## src/rtl/ext_mem_loader_pkg.sv

```systemverilog
// Shared definitions for the external memory loader: session FSM states,
// memory byte strides and the zero-count skip helper.
package ext_mem_loader_pkg;

    typedef enum logic [2:0] {
        ST_IDLE   = 3'd0,
        ST_LOAD_I = 3'd1,
        ST_LOAD_D = 3'd2,
        ST_RUN    = 3'd3,
        ST_DUMP   = 3'd4,
        ST_DONE   = 3'd5
    } ldr_state_t;

    localparam logic [63:0] IMEM_STRIDE = 64'd4;
    localparam logic [63:0] DMEM_STRIDE = 64'd8;

    // Walks forward from 'from' past every phase whose count is zero, so a
    // session can fall through several empty phases in a single cycle.
    function automatic ldr_state_t first_active(input ldr_state_t from,
                                                input logic nz_i, input logic nz_d,
                                                input logic nz_r, input logic nz_u);
        ldr_state_t s;
        s = from;
        if (s == ST_LOAD_I && !nz_i) s = ST_LOAD_D;
        if (s == ST_LOAD_D && !nz_d) s = ST_RUN;
        if (s == ST_RUN    && !nz_r) s = ST_DUMP;
        if (s == ST_DUMP   && !nz_u) s = ST_DONE;
        return s;
    endfunction

endpackage

```

## src/rtl/ext_mem_loader_rd_skid.sv

```systemverilog
// Single-entry 64-bit output register for the readback stream. Accepts a
// word when empty or when the held word is being taken in the same cycle.
module ext_rd_skid (
    input  logic        clk,
    input  logic        arst_n,
    input  logic        i_valid,
    output logic        o_ready,
    input  logic [63:0] i_data,
    output logic        o_valid,
    input  logic        i_ready,
    output logic [63:0] o_data
);

    logic        r_valid;
    logic [63:0] r_data;

    assign o_ready = !r_valid || i_ready;
    assign o_valid = r_valid;
    assign o_data  = r_data;

    always_ff @(posedge clk or negedge arst_n) begin
        if (!arst_n) begin
            r_valid <= 1'b0;
            r_data  <= 64'h0;
        end else if (i_valid && o_ready) begin
            r_valid <= 1'b1;
            r_data  <= i_data;
        end else if (i_ready) begin
            r_valid <= 1'b0;
        end
    end

endmodule

```

## src/rtl/ext_mem_loader.sv

```systemverilog
// Session sequencer: streams words into instruction and data SRAMs, runs the
// CPU for a fixed number of cycles, then streams data words back out.
module ext_mem_loader
    import ext_mem_loader_pkg::*;
#(
    parameter int          CNT_W     = 16,
    parameter logic [63:0] DMEM_BASE = 64'h0
) (
    input  logic             clk,
    input  logic             arst_n,
    input  logic             start,
    input  logic [CNT_W-1:0] n_imem,
    input  logic [CNT_W-1:0] n_dmem,
    input  logic [CNT_W-1:0] n_dump,
    input  logic [CNT_W-1:0] run_cycles,
    input  logic             s_valid,
    output logic             s_ready,
    input  logic [63:0]      s_data,
    output logic             m_valid,
    input  logic             m_ready,
    output logic [63:0]      m_data,
    output logic             cpu_enable,
    output logic [63:0]      addr_ext,
    output logic             wen_ext,
    output logic             ren_ext,
    output logic [31:0]      wdata_ext,
    input  logic [31:0]      rdata_ext,
    output logic [63:0]      addr_ext_2,
    output logic             wen_ext_2,
    output logic             ren_ext_2,
    output logic [63:0]      wdata_ext_2,
    input  logic [63:0]      rdata_ext_2,
    output logic             busy,
    output logic             done,
    output logic [2:0]       dbg_state
);

    // Streams: a word moves on a rising edge where valid and ready are both
    // high; the readback side holds m_valid and m_data steady until taken.

    ldr_state_t       r_state, w_next;
    logic [CNT_W-1:0] r_n_imem, r_n_dmem, r_n_dump, r_run;
    logic [CNT_W-1:0] r_cnt, r_rd_cnt;
    logic             r_inflight;
    logic             w_m_xfer, w_cnt_step, w_rd_issue, w_skid_rdy;
    logic             w_unused_rdata;

    assign w_unused_rdata = ^rdata_ext;
    assign dbg_state      = r_state;
    assign w_m_xfer       = m_valid && m_ready;
    assign w_cnt_step     = ((r_state == ST_LOAD_I || r_state == ST_LOAD_D) && s_valid)
                          || (r_state == ST_RUN)
                          || (r_state == ST_DUMP && w_m_xfer);
    // A new read may only launch when its data is guaranteed a slot next cycle.
    assign w_rd_issue     = (r_state == ST_DUMP) && (r_rd_cnt < r_n_dump)
                          && !r_inflight && w_skid_rdy;

    always_ff @(posedge clk or negedge arst_n) begin
        if (!arst_n) r_state <= ST_IDLE;
        else         r_state <= w_next;
    end

    always_ff @(posedge clk or negedge arst_n) begin
        if (!arst_n) begin
            r_n_imem   <= '0;
            r_n_dmem   <= '0;
            r_n_dump   <= '0;
            r_run      <= '0;
            r_cnt      <= '0;
            r_rd_cnt   <= '0;
            r_inflight <= 1'b0;
        end else begin
            if (r_state == ST_IDLE && start) begin
                r_n_imem <= n_imem;
                r_n_dmem <= n_dmem;
                r_n_dump <= n_dump;
                r_run    <= run_cycles;
            end
            if (w_next != r_state) r_cnt <= '0;
            else if (w_cnt_step)   r_cnt <= r_cnt + CNT_W'(1);
            if (r_state != ST_DUMP) r_rd_cnt <= '0;
            else if (w_rd_issue)    r_rd_cnt <= r_rd_cnt + CNT_W'(1);
            r_inflight <= w_rd_issue;
        end
    end

    always_comb begin
        w_next = r_state;
        case (r_state)
            ST_IDLE:   if (start)
                           w_next = first_active(ST_LOAD_I, n_imem != '0, n_dmem != '0,
                                                 run_cycles != '0, n_dump != '0);
            ST_LOAD_I: if (s_valid && r_cnt == r_n_imem - CNT_W'(1))
                           w_next = first_active(ST_LOAD_D, 1'b1, r_n_dmem != '0,
                                                 r_run != '0, r_n_dump != '0);
            ST_LOAD_D: if (s_valid && r_cnt == r_n_dmem - CNT_W'(1))
                           w_next = first_active(ST_RUN, 1'b1, 1'b1,
                                                 r_run != '0, r_n_dump != '0);
            ST_RUN:    if (r_cnt == r_run - CNT_W'(1))
                           w_next = first_active(ST_DUMP, 1'b1, 1'b1, 1'b1, r_n_dump != '0);
            ST_DUMP:   if (w_m_xfer && r_cnt == r_n_dump - CNT_W'(1))
                           w_next = ST_DONE;
            ST_DONE:   w_next = ST_IDLE;
            default:   w_next = ST_IDLE;
        endcase
    end

    always_comb begin
        s_ready     = 1'b0;
        cpu_enable  = 1'b0;
        addr_ext    = 64'h0;
        wen_ext     = 1'b0;
        ren_ext     = 1'b0;
        wdata_ext   = 32'h0;
        addr_ext_2  = 64'h0;
        wen_ext_2   = 1'b0;
        ren_ext_2   = 1'b0;
        wdata_ext_2 = 64'h0;
        busy        = (r_state != ST_IDLE);
        done        = (r_state == ST_DONE);
        case (r_state)
            ST_LOAD_I: begin
                s_ready   = 1'b1;
                addr_ext  = 64'(r_cnt) * IMEM_STRIDE;
                wen_ext   = s_valid;
                wdata_ext = s_data[31:0];
            end
            ST_LOAD_D: begin
                s_ready     = 1'b1;
                addr_ext_2  = DMEM_BASE + 64'(r_cnt) * DMEM_STRIDE;
                wen_ext_2   = s_valid;
                wdata_ext_2 = s_data;
            end
            ST_RUN:  cpu_enable = 1'b1;
            ST_DUMP: begin
                addr_ext_2 = DMEM_BASE + 64'(r_rd_cnt) * DMEM_STRIDE;
                ren_ext_2  = w_rd_issue;
            end
            default: ;
        endcase
    end

    ext_rd_skid u_rd_skid (
        .clk     (clk),
        .arst_n  (arst_n),
        .i_valid (r_inflight),
        .o_ready (w_skid_rdy),
        .i_data  (rdata_ext_2),
        .o_valid (m_valid),
        .i_ready (m_ready),
        .o_data  (m_data)
    );

endmodule

```

## config.mk

```make
export PLATFORM = sky130hd
export DESIGN_NAME = ext_mem_loader
export DESIGN_NICKNAME = d
export VERILOG_FILES = /design/src/rtl/ext_mem_loader_pkg.sv /design/src/rtl/ext_mem_loader_rd_skid.sv /design/src/rtl/ext_mem_loader.sv
export SDC_FILE = /design/constraint.sdc
export NUM_CORES = 1
export LEC_CHECK = 0
export BUFFER_PORTS_ARGS = -buffer_cell sky130_fd_sc_hd__buf_2
export CORE_AREA = 2 2 205 207
export DETAILED_ROUTE_END_ITERATION = 6
export DIE_AREA = 0 0 207 209
export GPL_ROUTABILITY_DRIVEN = 0
export HOLD_SLACK_MARGIN = 0.15
export PLACE_DENSITY_LB_ADDON = 0.12
export REMOVE_ABC_BUFFERS = 1
export SLEW_MARGIN = 30
export SYNTH_ARGS = -nofsm -noshare
export SYNTH_HDL_FRONTEND = slang
export SYNTH_SLANG_ARGS = --single-unit
```

## constraint.sdc

```tcl
create_clock -name clk -period 4.5 [get_ports clk]
set_clock_uncertainty 0.05 [all_clocks]
set_input_delay 0.45 -clock clk [delete_from_list [all_inputs] [get_ports clk]]
set_output_delay 0.45 -clock clk [all_outputs]
set_load 0.1 [all_outputs]
```

==> results.sh <==
export IMPL_fin_crit_ns=3.70
export IMPL_clockBufferDepth=2
export IMPL_via_per_inst=4.65
export IMPL_grt_first_pass_wirelength_um=59200
export IMPL_setup_ws_ns=0.797
export IMPL_clock_latency_ns=0.45
export IMPL_slowest_stage="or3b_2"
export IMPL_die_y_um=209
export IMPL_worstPathRequired_ns=4.00
export IMPL_pin_count=529
export IMPL_grt_max_degree=88
export IMPL_core_um2=41300
export IMPL_worstPathMaxFanout=19
export IMPL_wl_um=38900
export IMPL_outcome="complete, no violations"
export IMPL_post_route_util=0.342
export IMPL_cp_cell_sequence="or3b_2, a2111oi_0, o21ai_0, a21oi_1, buf_2"
export IMPL_area_delta_synth_final_pct=25.5
export IMPL_vias=9884
export IMPL_first_iter_violations=391
export IMPL_hold_viol=0
export IMPL_relSlewSlack=0.469
export IMPL_power_mw=7.53
export IMPL_antenna_found_initial=1
export IMPL_ys_ff_latch=165
export IMPL_cts_tree="built"
export IMPL_maxCapViolCount=0
export IMPL_r2r_start="r_run[0]"
export IMPL_power_density_nw_per_um2=534
export IMPL_synth_edf_count=0
export IMPL_postLayoutCellArea_um2=14100
export IMPL_cp_data_arrival_time_ns=3.20
export IMPL_die_area_um2=43300
export IMPL_startpoint="dbg_state[1]"
export IMPL_post_drt_wl_per_cell_um=18.3
export IMPL_postSynthAreaPerCell_um2=9.37
export IMPL_htreeDepth=4
export IMPL_grt_pass1_vias=9633
export IMPL_cts_resized=0
export IMPL_rsz0062_at_grt="no"
export IMPL_finalCritPeriodShare=0.823
export IMPL_leakage_nw=7.14
export IMPL_io_buffer_count=399
export IMPL_crit_type="flip-flop to output port"
export IMPL_layoutNonFillerInstCount=2125
export IMPL_synth_cell_type_count=73
export IMPL_initial_core_util=0.272
export IMPL_cts_sinks=165
export IMPL_grt_overflow_total=0
export IMPL_cp_end_kind="output port"
export IMPL_seq_area_frac_synth=0.367
export IMPL_min_from="rdata_ext_2[59]"
export IMPL_syn_area_um2=11200
export IMPL_nets=1822
export IMPL_hp_class="input port to flip-flop"
export IMPL_ff2ff_setup_slack_ns=0.82
export IMPL_hpwl_um=30200
export IMPL_num_rows=75
export IMPL_drc_errors=0
export IMPL_dpl_instance_area_um2=13500
export IMPL_tightest_slew_ns=0.792
export IMPL_synth_ff_type="dfrtp_1"
export IMPL_drtAntennaViolNets=0
export IMPL_path_clk_slew_ns=0.07
export IMPL_dp_cells=2087
export IMPL_clockRootBuffer="clkbuf_16"
export IMPL_cpPeakStageDelay_ns=0.75
export IMPL_place_ws_ns=0.828
export IMPL_synthArstFlopShare=1.00
export IMPL_slew_viol_final=0
export IMPL_yosysWarnings=0
export IMPL_layout_drive_gt1_share=0.370
export IMPL_die_w_um=207
export IMPL_synthCells=1200
export IMPL_first_pass_iters=5
export IMPL_grtUsageTotal=0.176
export IMPL_peakVddDrop_v=0.000500
export IMPL_cts_buffers=17
export IMPL_setup_viol_count_final=0
export IMPL_max_freq_mhz=270
export IMPL_startpoint_type="flip-flop"
[critical path: cells and delay by family (launching register included)]
kind / cells / cell delay, ns
DFF: 1 / 0.52
buffers and inverters: 1 / 0.47
AOI/OAI and AO/OA: 3 / 0.99
and+or+nand+nor: 1 / 0.75
[timing repair]
action	CTS	global route
buffers inserted	0	0
endpoints found under the setup margin	0	0
hold buffers	5	0
endpoints found under the hold margin	82	0
[per-stage QoR]
step / TNS, ns / hold slack [ns]
floorplan: -136.14 / 0.104
global placement: 0 / 0.433
detailed placement: 0 / 0.437
CTS: 0 / 0.151
global route: 0 / 0.150
finish: 0 / 0.174
[cell usage in the layout, fill, tap and decap left out, types with 6 or more instances in the layout]
cell type	count
nand4_1	14
buf_4	19
mux2_2	107
or2_2	7
nor4_1	51
mux2i_1	13
nand2b_1	8
o21ai_0	43
dfrtp_1	165
and3_1	11
nor3_1	27
clkbuf_16	17
ha_1	21
buf_2	398
inv_6	6
and2_1	113
o211ai_1	7
inv_1	36
nor2b_1	10
a31oi_1	8
nand3b_1	7
nand3_1	32
conb_1	97
nand2_1	90
a21oi_1	23
xor2_1	33
or3_1	10
a21o_1	8
nor2_1	36
xnor2_1	63
a211oi_1	8
[registers in the layout (all words and copies together) (netlist names)]
signal	flops
dbg_state	3
r_cnt	16
r_inflight	1
r_n_dmem	16
r_n_dump	16
r_n_imem	16
r_rd_cnt	16
r_run	16
u_rd_skid.o_data	64
u_rd_skid.o_valid	1
[layer usage]
| layer | GRT usage | vias up | wire length, um |
|---|---|---|---|
| met5 | 0 | - | 0 |
| met4 | 0.0268 | 0 | 284 |
| met3 | 0.0558 | 20 | 2910 |
| met2 | 0.273 | 328 | 17500 |
| met1 | 0.244 | 4793 | 18100 |
| li1 | - | 4743 | - |
[report_power, final]
| group | switching [mW] | total [mW] | leakage [nW] | internal [mW] |
|---|---|---|---|---|
| clock network | 0.664 | 1.52 | 0.286 | 0.858 |
| logic | 2.52 | 3.65 | 4.68 | 1.13 |
| registers | 0.561 | 2.36 | 2.17 | 1.80 |
[final timing paths]
path / to / depth (start not counted)
setup / recovery: ren_ext_2 / 5
hold / removal: u_rd_skid.o_data[59] / 2
setup reg to reg: r_cnt[12] / 11
hold reg to reg: u_rd_skid.o_data[3] / 1
max in group asynchronous: u_rd_skid.o_data[62] / 3
min in group asynchronous: r_n_imem[5] / 2
[area by class of cell]
cell class,count,area [um^2]
multi-input cells,928,6350
well taps,539,674
clock buffers,21,460
inverters,36,135
clock inverters,11,136
diodes,1,2.50
flip-flops and latches,165,4130
repair buffers,424,2220
fillers,4366,27200
[cell families after synthesis]
group,count (synthesis),share of synthesized area
xor+xnor,97,0.0773
flops,165,0.367
simple gates,454,0.228
compound gates,138,0.0826
other cells,1,0.000334
mux,120,0.119
fa+ha+maj,22,0.0243
buf+inv,203,0.102
[synth_stat cells, types with 4 or more instances]
library cell | n | area, um^2
a21oi_1 | 23 | 115
xnor2_1 | 63 | 552
buf_2 | 6 | 30.0
nor4_1 | 51 | 319
o2111ai_1 | 4 | 35.0
or4_1 | 4 | 30.0
mux2i_1 | 13 | 130
buf_4 | 97 | 728
nand2_1 | 91 | 342
a31oi_1 | 8 | 50.1
nand3_1 | 32 | 160
o21ai_0 | 43 | 215
nand4_1 | 14 | 87.6
inv_1 | 36 | 135
nor3b_1 | 4 | 30.0
a31o_2 | 5 | 43.8
nor3_1 | 29 | 145
a22o_1 | 4 | 35.0
o31ai_1 | 5 | 37.5
nand3b_1 | 7 | 52.6
xor2_1 | 33 | 289
clkbuf_1 | 55 | 206
and2_1 | 113 | 707
nor2_1 | 36 | 135
buf_1 | 7 | 26.3
a21o_1 | 8 | 60.1
mux2_2 | 107 | 1200
a211oi_1 | 8 | 60.1
o211ai_1 | 7 | 52.6
ha_1 | 21 | 263
nor2b_1 | 10 | 62.6
or3_1 | 10 | 62.6
dfrtp_1 | 165 | 4130
nand2b_1 | 8 | 50.1
and3_1 | 12 | 75.1
or2_2 | 7 | 43.8
No activity file was read; power rests on OpenSTA's default activity.
